### src/rtl/gpr_xfer_sequencer.sv
// gpr_xfer_sequencer
//   Control-side partner of the general-purpose register file. On start, latches
//   the instruction fields and walks one ALU instruction through its bus
//   transfers: read rb into Y, read rc (or the constant) through the ALU into Z,
//   then write Z back into ra. Unsupported opcodes finish immediately with err.
//
// Ports
//   clk, reset_n       clock, asynchronous active-low reset
//   start              execute ir (only accepted in IDLE and without hold)
//   hold               stall: state and all outputs frozen
//   ir[31:0]           op=[31:27] ra=[26:23] rb=[22:19] rc=[18:15] c=[18:0]
//   busy, done, err    status; done/err pulse in the final step
//   GRout, GRin        one-hot register read select / write enable
//   BAout              base-address read (R0 reads as zero), ldi only
//   Yin, Zin, Zlowout  Y load, Z load, Z-to-bus drive
//   Cout, c_data       constant-to-bus drive and the sign-extended constant
module gpr_xfer_sequencer #(
    parameter int OPC_W = 5,
    parameter int C_W   = 19
) (
    input  logic        clk,
    input  logic        reset_n,
    input  logic        start,
    input  logic        hold,
    input  logic [31:0] ir,
    output logic        busy,
    output logic        done,
    output logic        err,
    output logic [15:0] GRout,
    output logic [15:0] GRin,
    output logic        BAout,
    output logic        Yin,
    output logic        Zin,
    output logic        Zlowout,
    output logic        Cout,
    output logic [31:0] c_data
);

    typedef enum logic [2:0] {S_IDLE, S_RB, S_OP, S_WB, S_DONE} state_t;

    localparam logic [OPC_W-1:0] OP_LDI  = OPC_W'(1);
    localparam logic [OPC_W-1:0] OP_ADD  = OPC_W'(3);
    localparam logic [OPC_W-1:0] OP_SHL  = OPC_W'(11);
    localparam logic [OPC_W-1:0] OP_ADDI = OPC_W'(12);
    localparam logic [OPC_W-1:0] OP_ORI  = OPC_W'(14);

    state_t                  state_q, state_d;
    logic [OPC_W-1:0]        op_q, op_d;
    logic [3:0]              ra_q, ra_d, rb_q, rb_d, rc_q, rc_d;
    logic signed [C_W-1:0]   c_q, c_d;

    logic        busy_d, done_d, err_d, baout_d, yin_d, zin_d, zlowout_d, cout_d;
    logic [15:0] grout_d, grin_d;

    function automatic logic [15:0] onehot(input logic [3:0] idx);
        return 16'h0001 << idx;
    endfunction

    function automatic logic is_reg_class(input logic [OPC_W-1:0] op);
        return (op >= OP_ADD) && (op <= OP_SHL);
    endfunction

    // ldi behaves as an immediate op; it differs only in the RB step.
    function automatic logic is_imm_class(input logic [OPC_W-1:0] op);
        return ((op >= OP_ADDI) && (op <= OP_ORI)) || (op == OP_LDI);
    endfunction

    // Next state and the latched fields that go with it.
    // Outputs are derived from the state being entered, so they appear
    // registered, aligned with the state register.
    always_comb begin
        state_d = state_q;
        op_d    = op_q;
        ra_d    = ra_q;
        rb_d    = rb_q;
        rc_d    = rc_q;
        c_d     = c_q;
        if (!hold) begin
            case (state_q)
                S_IDLE: begin
                    if (start) begin
                        op_d    = ir[31 -: OPC_W];
                        ra_d    = ir[26:23];
                        rb_d    = ir[22:19];
                        rc_d    = ir[18:15];
                        c_d     = ir[C_W-1:0];
                        state_d = (is_reg_class(ir[31 -: OPC_W]) || is_imm_class(ir[31 -: OPC_W]))
                                  ? S_RB : S_DONE;
                    end
                end
                S_RB:    state_d = S_OP;
                S_OP:    state_d = S_WB;
                S_WB:    state_d = S_DONE;
                S_DONE:  state_d = S_IDLE;
                default: state_d = S_IDLE;
            endcase
        end

        busy_d    = (state_d != S_IDLE);
        done_d    = 1'b0;
        err_d     = 1'b0;
        grout_d   = '0;
        grin_d    = '0;
        baout_d   = 1'b0;
        yin_d     = 1'b0;
        zin_d     = 1'b0;
        zlowout_d = 1'b0;
        cout_d    = 1'b0;
        case (state_d)
            S_RB: begin
                grout_d = onehot(rb_d);
                yin_d   = 1'b1;
                baout_d = (op_d == OP_LDI);
            end
            S_OP: begin
                // Register class reads rc; immediate class drives the constant instead.
                if (is_reg_class(op_d)) grout_d = onehot(rc_d);
                else                    cout_d  = 1'b1;
                zin_d = 1'b1;
            end
            S_WB: begin
                zlowout_d = 1'b1;
                grin_d    = onehot(ra_d);
            end
            S_DONE: begin
                done_d = 1'b1;
                err_d  = !(is_reg_class(op_d) || is_imm_class(op_d));
            end
            default: ;
        endcase
    end

    // State, latched fields and output registers.
    always_ff @(posedge clk or negedge reset_n) begin
        if (!reset_n) begin
            state_q <= S_IDLE;
            op_q    <= '0;
            ra_q    <= '0;
            rb_q    <= '0;
            rc_q    <= '0;
            c_q     <= '0;
            busy    <= 1'b0;
            done    <= 1'b0;
            err     <= 1'b0;
            GRout   <= '0;
            GRin    <= '0;
            BAout   <= 1'b0;
            Yin     <= 1'b0;
            Zin     <= 1'b0;
            Zlowout <= 1'b0;
            Cout    <= 1'b0;
        end else begin
            state_q <= state_d;
            op_q    <= op_d;
            ra_q    <= ra_d;
            rb_q    <= rb_d;
            rc_q    <= rc_d;
            c_q     <= c_d;
            busy    <= busy_d;
            done    <= done_d;
            err     <= err_d;
            GRout   <= grout_d;
            GRin    <= grin_d;
            BAout   <= baout_d;
            Yin     <= yin_d;
            Zin     <= zin_d;
            Zlowout <= zlowout_d;
            Cout    <= cout_d;
        end
    end

    // Signed cast sign-extends the latched constant.
    assign c_data = 32'(c_q);

endmodule
### config.mk
export PLATFORM = sky130hd
export DESIGN_NAME = gpr_xfer_sequencer
export DESIGN_NICKNAME = d
export VERILOG_FILES = /design/src/rtl/gpr_xfer_sequencer.sv
export SDC_FILE = /design/constraint.sdc
export NUM_CORES = 1
export LEC_CHECK = 0
export CORE_MARGIN = 5
export CORE_UTILIZATION = 47
export CTS_CLUSTER_DIAMETER = 50
export CTS_CLUSTER_SIZE = 28
export DETAILED_ROUTE_END_ITERATION = 6
export PLACE_DENSITY_LB_ADDON = 0.2
export SLEW_MARGIN = 25
export SYNTH_ARGS = -nofsm -noshare
export SYNTH_HDL_FRONTEND = slang
export SYNTH_SLANG_ARGS = --single-unit
### constraint.sdc
create_clock -name clk -period 2 [get_ports clk]
set_input_delay 0.3 -clock clk [delete_from_list [all_inputs] [get_ports clk]]
set_output_delay 0.3 -clock clk [all_outputs]
set_load 0.01 [all_outputs]
**Word level (Yosys, flattened, before mapping)**

Cells that the tools add are included.

- Bits in registers: 79
- Input bits: 36

- Reduce and logical (&&, ||, !) cells: 12
- Magnitude comparators: 8
- Bitwise operators: 1
- Equal/unequal tests: 9
- Shifts and indexed selects: 3
- Muxes and demuxes: 27

Operators by type and width:

| cell | count |
|---|---|
| $shl 1x4->16 const A | 3 |
| $mux 4 | 9 |
| $mux 16 | 2 |
| $pmux 16 s2 | 1 |
| $le 5x4->1 const B | 4 |
| $mux 5 | 3 |
| $eq 3x2->1 const B | 4 |
| $pmux 3 s4 | 1 |
| $eq 5x1->1 const B | 2 |
| $ge 5x2->1 const B | 2 |
| $ge 5x4->1 const B | 2 |
| $mux 3 | 3 |
| $mux 1 | 8 |
| $eq 3x1->1 const B | 2 |
| $logic_and 1x1->1 | 4 |
| $logic_or 1x1->1 | 4 |
| $eq 3x3->1 const B | 1 |
| $logic_not 3->1 | 1 |
| $reduce_and 3->1 | 1 |
| $reduce_bool 3->1 | 1 |
| $logic_not 1->1 | 1 |
| $not 1->1 | 1 |

**Longest topological paths before layout**

Gate-level depths: netlist (run 1).

- Depth in word-level cells: 10
- Mapped depth: 8
- Mapped depth without buffers: 5

**Worst setup path before layout (run 1)**

Ideal clock, no wire load.

- Path kind: reg2reg
- From: register state_q[2]
- To: register GRout[8]
- Setup slack: 263 ps
- Required time: 1916 ps
- Period minus slack after synthesis: 1737 ps
- Arrival: 1653 ps
- Path buffers: 2
- Stages on the path, launching flop included: 7
- Cell sequence: dfrtp_1 > buf_2 > or2_1 > buf_6 > or3_1 > o32a_1 > o22ai_1

- Word-level cells in the longest chain between the ends: 7
- Elaborated cells between the ends (all ways): 22
- Classes of those cells: order compare: 2; eq/ne: 5; shift: 2; mux: 11; reduce/logical: 2

RTL lines:

| element | RTL line | text |
|---|---|---|
| start, declared | 47 | `state_t state_q, state_d;` |
| start signal, assigned | 153 | `state_q <= state_d;` |
| $logic_not 3->1 | 79 | `case (state_q)` |
| $mux 5 | 79 |  |
| $mux 5 | 78 | `if (!hold) begin` |
| $ge 5x2->1 / $le 5x4->1 (equally long branches) | 60 | `return (op >= OP_ADD) && (op <= OP_SHL);` |
| $logic_and 1x1->1 | 60 |  |
| $mux 16 | 117 | `if (is_reg_class(op_d)) grout_d = onehot(rc_d);` |
| $pmux 16 s2 * | 109 | `case (state_d)` |
| via grout_d[8] | 53 | `logic [15:0] grout_d, grin_d;` |
| end signal, assigned | 162 | `GRout <= grout_d;` |
| end, declared | 29 | `output logic [15:0] GRout,` |

Mark *: on every way through the listed nets, which the timed path passes. The rest lies on a longest branch.
A chain may end at the register's enable or synchronous reset.

**Worst setup path after layout (run 1)**

- From: register state_q[1]
- To: register GRout[4]

The elaborated chain is that of the path after synthesis.

==> qor.yml, run 1 <==
die_x_um: 96.8
postPlaceCellArea_um2: 4870
drt_iter0_drc: 151
fin_crit_ns: 1.92
grt_antenna_before_repair: 0
setup-tns-final_ns: 0
cts_max_level: 3
yosys_warnings: 0
place_inst: 581
ff_latch_area_um2: 1980
grt_setup_unrepaired: "false"
cp_data_required_time_ns: 2.26
route.detailed.drc: 0
first_global_vias: 3134
ys_seq_area_share_pct: 55.8
clock-sinks: 79
ys_types: 49
layout-area-overhead-vs-synth_pct: 44.2
async_s_r_ff_share_synth_pct: 100
setup.worst_path.start_class: "flop"
tritoncts: "yes"
gp_congestion: 0.953
postSynthAreaPerCell_um2: 9.62
nNetsFinal: 530
postSynthCellCount: 368
irDropWorstVdd_mv: 0.780
power_density_nw_per_um2: 1260
netlist_area_um2: 3540
final.period_utilization_pct: 95.8
io-pin-count: 108
grt_util_all_layers_pct: 20.1
cts.clk_slew.worst_paths_ns: 0.08
reg2reg_to: "GRout[4]"
numPortBuffers: 107
antenna_cells: 0
finalMaxSlewViolations: 0
p_leak_nw: 2.30
final_antenna_net_count: 0
critPathMaxFanout: 10
post-place-ws_ns: -0.191
hold_slack_ns: 0.432
timing_hold_violations_final: 0
maxClockFrequency_mhz: 522
floorplan.die_area_um2: 9370
clockBufferDepth: 2
postCtsSetupBuffers: 0
floorplan.die.height_um: 96.8
worst_slack_ns: 0.0849
final.fill_count: 590
holdCritPathClass: "input port to asynchronous set/reset pin"
largest_net_degree_at_the_start_of_global_routing: 48
timing.critical_path.arrival_ns: 2.18
route.detailed.wl_per_inst_um: 15.6
drt_first_pass_iters: 4
share_of_cells_above_drive_strength_1_pct: 12.2
r2r_cells: 5
dpl.hpwl_um: 7030
r2r_slack_ns: 0.08
postSynth.topFlopCell: "dfrtp_1"
clock_tree.root_cell: "clkbuf_8"
vias: 3226
total_cts_buffers: 9
detail_route.wirelength_um: 9330
timing.max_cap.violations: 0
global_route.overflow_total: 0
syn_nets: 404
mostFrequentLayoutCells: "clkdlybuf4s50_1, nand2_1, dfrtp_1"
synth_enable_flop_cells: 0
via_density_per_instance: 5.39
row_count: 31
multiInputGateArea_um2: 1340
slew_headroom_pct: 57.8
critical_path_endpoint_category: "flop"
start_util_pct: 48.6
setup_cp_type: "flop to flop"
max_slew.worst_pin.slew_ns: 0.627
clkLatencyLatePin_ns: 0.35
setup_viol_count_final: 0
run_status: "finished, final reports clean"
layout.cells.most_common: "clkdlybuf4s50_1"
postSynthRegisterBits: 79
stdcell_count: 598
finClkSkew_ns: 0.00651
finalInstanceArea_um2: 5100
floorplan.core_area_um2: 7290
worstReg2RegStart: "state_q[1]"
wire_length_of_the_first_global_routing_pass_um: 15500
cell type report:
type                            count  share of cell area (%)
Clock buffer                       11                    2.57
Clock inverter                      5                    1.59
Inverter                            9                   0.662
Multi-Input combinational cell    247                    26.3
Sequential cell                    79                    38.7
Tap cell                           99                    2.43
Timing Repair Buffer              148                    27.7
sequential cells by signal, indices dropped and copies added (netlist names), 3 cells and up:
name,count
GRin,16
c_q,19
ra_q,4
rc_q,4
GRout,16
rb_q,4
state_q,3
op_q,5
repair_timing:
item                                   CTS  global route
endpoints found under the hold margin   32             0
gates resized for setup                  0             3
setup endpoints to repair                0            15
hold buffers                             1             0
where the power goes:
| part | leakage, nW | switching, mW | internal [mW] |
|---|---|---|---|
| combinational | 1.15 | 1.36 | 1.39 |
| clock | 0.104 | 0.583 | 0.707 |
| sequential | 1.04 | 0.348 | 2.05 |
routing by layer:
metal	share of wire (%)	vias up	GRT usage, %
met5	0	-	0
met2	49	131	32.5
li1	-	1533	-
met3	7.9	15	6.26
met1	42	1547	25.2
met4	1.7	0	7.56
synthesized netlist by cell type, types with 4 or more instances:
| master | n | area share, % |
|---|---|---|
| a211oi_1 | 8 | 1.7 |
| a21oi_1 | 12 | 1.7 |
| a2bb2oi_1 | 4 | 0.99 |
| a31oi_1 | 7 | 1.2 |
| buf_2 | 7 | 0.99 |
| buf_4 | 13 | 2.8 |
| clkbuf_1 | 10 | 1.1 |
| dfrtp_1 | 79 | 56 |
| inv_1 | 9 | 0.95 |
| nand2_1 | 97 | 10 |
| nand2b_1 | 7 | 1.2 |
| nor2_1 | 19 | 2.0 |
| nor3_1 | 4 | 0.57 |
| nor4_1 | 5 | 0.88 |
| o21ai_0 | 19 | 2.7 |
| o22ai_1 | 16 | 2.8 |
| o32a_1 | 4 | 1.1 |
metrics by stage:
step | power (mW) | util (%)
after floorplan | 3.84 | -
after global placement | 5.06 | 66.8
after detailed placement | 5.15 | 66.8
after CTS | 6.45 | 69.9
after global routing | 6.87 | 70.0
final | 6.44 | 70.0
cells by family after synthesis:
logic type	Yosys count	share of synthesized area, %
AOI/OAI and AO/OA	85	15.8
muxes	2	0.601
buffers and inverters	42	6.50
and+or+nand+nor	159	21.0
xor gates and xnor gates	1	0.247
DFF	79	55.8
how the worst max path moves through the flow:
stage               start         to  slack [ns]  cells past startpoint
2_1_floorplan  state_q[2]   GRout[8]        0.26                      6
3_3_place_gp        start   GRout[8]       -0.16                      5
3_5_place_dp        start   GRout[8]       -0.19                      5
4_1_cts        state_q[1]   GRout[5]        0.02                      5
5_1_grt           op_q[3]  GRout[15]        0.02                      4
6_report       state_q[1]   GRout[4]        0.08                      5
worst max-delay path: stages (launching register included):
cell     delay [ns]
dfrtp_1        0.42
buf_4          0.18
or3b_2         0.49
a21oi_4        0.26
o21ai_0        0.27
o22ai_1        0.20
Power figures use the tool's default switching activity.
==> run 2: changes to the inputs <==
- ABC_AREA: default -> 1
==> run 2 against run 1 <==
Combinational power is 38% higher; non-clock buffer count is 3 lower; maximum frequency is 4.1% higher; sequential share of layout area is 1.3 points lower; clock skew is 0.0048 ns higher; die area is 3.3% higher; hold slack better by 0.0072 ns; critical path depth is 4 lower; utilization is 1.3 points lower; critical endpoint is now c_data[20]; largest cell class unchanged; highest routed layer unchanged.
==> qor.yml, run 2 <==
run_status: "finished, final reports clean"
route.detailed.drc: 0  # unchanged
final_antenna_net_count: 0  # unchanged
total_cts_buffers: 9  # unchanged
drt_iter0_drc: 121  # -20%
fin_crit_ns: 1.84  # -0.0758 ns
syn_nets: 468  # +16%
layout.cells.most_common: "nand2_1"
ff_latch_area_um2: 1980  # unchanged
async_s_r_ff_share_synth_pct: 100  # unchanged
critical_path.n_buffers_inverters: 1  # unchanged
nNetsFinal: 600  # +13%
reg2reg_to: "GRout[5]"
drt_first_pass_iters: 4  # unchanged
p_leak_nw: 2.57  # +12%
slew_headroom_pct: 70.1  # +12 points
crit_path_top_delay_cell: "clkdlybuf4s50_1"
postSynthRegisterBits: 79  # unchanged
gp_congestion: 0.858  # -10%
io-pin-count: 108  # unchanged
synth_enable_flop_cells: 0  # unchanged
multiInputGateArea_um2: 1420  # +5.5%
cts_max_level: 3  # unchanged
yosys_warnings: 0  # unchanged
setup_cp_type: "flop to output port"
detail_route.wirelength_um: 8740  # -6.4%
ys_top_cells_by_area: "dfrtp_1, nand2_1, nand3_1"
floorplan.die.height_um: 98.4  # +1.7%
postSynth.topFlopCell: "dfrtp_1"
largest-register: "c_q"
path_cells: "clkdlybuf4s50_1"
yosys-top-cells-count: "nand2_1, dfrtp_1, nor2_1"
crit_path_end: "c_data[20]"
postSynthCellCount: 432  # +17%
final.fill_count: 634  # +7.5%
maxClockFrequency_mhz: 544  # +4.1%
first_global_vias: 3172  # +1.2%
numPortBuffers: 107  # unchanged
power_mw: 7.38  # +15%
setup-tns-final_ns: 0  # unchanged
ys_seq_area_share_pct: 53.8  # -2.0 points
cpPeakStageDelay_ns: 0.63  # +0.14 ns
clock_tree.root_cell: "clkbuf_8"
ys_types: 26  # -47%
cp_data_required_time_ns: 1.70  # -0.56 ns
antenna_cells: 0  # unchanged
r2r_slack_ns: 0.22  # +0.14 ns
largest_register_ff_count: 19  # unchanged
netSwitchingPower_mw: 2.89  # +26%
netlist_area_um2: 3670  # +3.7%
timing.critical_path.arrival_ns: 1.54  # -0.64 ns
global_route.overflow_total: 0  # unchanged
floorplan.core_area_um2: 7690  # +5.4%
setup_viol_count_final: 0  # unchanged
row_count: 32  # +3.2%
floorplan.die_area_um2: 9680  # +3.3%
irDropWorstVdd_mv: 0.963  # +24%
largestRegisters: "c_q x19, GRin x16, GRout x16"
clkLatencyLatePin_ns: 0.34  # about the same
critPathMaxFanout: 15  # +5
power.sequential.fraction_pct: 31.1  # -6.1 points
finalMaxSlewViolations: 0  # unchanged
clockPowerShare_pct: 17.5  # -2.5 points
holdCritPathClass: "input port to asynchronous set/reset pin"
postPlaceCellArea_um2: 5040  # +3.4%
share_of_cells_above_drive_strength_1_pct: 18.0  # +5.7 points
post-synth-top-area-fraction_pct: 53.8  # -2.0 points
finClkSkew_ns: 0.0113  # +0.00478 ns
critical_path_endpoint_category: "output port"
via_density_per_instance: 4.75  # -12%
pwr-share-comb_pct: 51.4  # +8.6 points
route.detailed.wl_per_inst_um: 13.0  # -16%
final.period_utilization_pct: 92.0  # -3.8 points
largest_net_degree_at_the_start_of_global_routing: 47  # -2.1%
dpl.hpwl_um: 6600  # -6.1%
tritoncts: "yes"
path_delay_family: "buffers and inverters"
clock-sinks: 79  # unchanged
grt_util_all_layers_pct: 19.0  # -1.0 points
p_int_mw: 4.49  # +8.4%
postSynthAreaPerCell_um2: 8.50  # -12%
max_slew.worst_pin.slew_ns: 0.449  # -0.178 ns
setup.worst_path.start: "c_q[18]"
start_util_pct: 47.8  # -0.79 points
power.switching_fraction_pct: 39.1  # +3.5 points
timing.max_cap.violations: 0  # unchanged
post-synth-top-area-cell: "dfrtp_1"
yosys.cell_count.top_type: "nand2_1"
setup.worst_path.start_class: "flop"
layout-area-overhead-vs-synth_pct: 43.8
mostFrequentLayoutCells: "nand2_1, clkdlybuf4s50_1, dfrtp_1"
timing_hold_violations_final: 0  # unchanged
wire_length_of_the_first_global_routing_pass_um: 15100  # -2.3%
power_density_nw_per_um2: 1400  # +11%
finalInstanceArea_um2: 5280  # +3.4%
grt_antenna_before_repair: 0  # unchanged
worstReg2RegStart: "state_q[1]"
cts.clk_slew.worst_paths_ns: 0.08  # about the same
die_x_um: 98.4  # +1.7%
vias: 3185  # -1.3%
r2r_cells: 10  # +5
clockBufferDepth: 2  # unchanged
worstSetupPathDepth: 1  # -4
## run 2: changes by cell type in the layout (fill, tap and decap cells not counted), moves of 9 or more
cell     delta
nand2_1    +47
nand3_1    +45
nor2_1     +33
o21ai_0    -17
o22ai_1    -16
inv_1      +14
a21oi_1    -11
nand2_2    +11
nor2_2      +9
## run 2: power groups by stage
stage,logic (mW),registers [mW],clock network (mW)
global route,4.16,2.35,1.41
detailed placement,3.78,2.32,0
floorplan,2.10,2.42,0
CTS,3.80,2.29,1.32
global placement,3.70,2.30,0
finish,3.80,2.29,1.29
## run 2: layer usage
metal	vias to the layer above	share of wire (%)	global-route usage [%]
met5	-	0	0
met3	5	5.9	5.00
met4	0	0.49	5.04
met1	1505	45	24.8
li1	1593	-	-
met2	82	48	31.6
## run 2: cells by family after synthesis
group | after synthesis | synth area share, %
AND/OR/NAND/NOR | 289 | 36.2
flip-flops | 79 | 53.8
buffers and inverters | 53 | 7.63
AO/OA/AOI/OAI | 11 | 2.38
## run 2: through the flow
stage	utilization [%]	hold WS [ns]	setup WS [ns]	cells
after floorplan	-	0.00441	0.411	432
after global placement	65.6	0.280	-0.164	653
final	68.7	0.439	0.161	670
after CTS	68.6	0.463	0.137	669
after detailed placement	65.6	0.283	-0.170	653
after global routing	68.7	0.467	-0.000326	670
## run 2: what timing repair did
item,CTS,global route
endpoints found under the hold margin,33,0
hold buffers,1,0
setup buffers,0,1
setup endpoints to repair,0,8
gates resized for setup,0,1
## run 2: worst min path at each step
stage	to	slack [ns]
floorplan	BAout	0.004
global placement	c_q[10]	0.28
detailed placement	c_q[10]	0.28
CTS	c_q[10]	0.46
global route	c_q[10]	0.47
finish	c_q[10]	0.44
## run 2: final cells by class
cell class,instances,area share (%)
Clock buffer,10,2.61
Clock inverter,5,1.56
Inverter,29,2.06
Multi-Input combinational cell,300,26.8
Sequential cell,79,37.4
Tap cell,102,2.42
Timing Repair Buffer,145,27.1
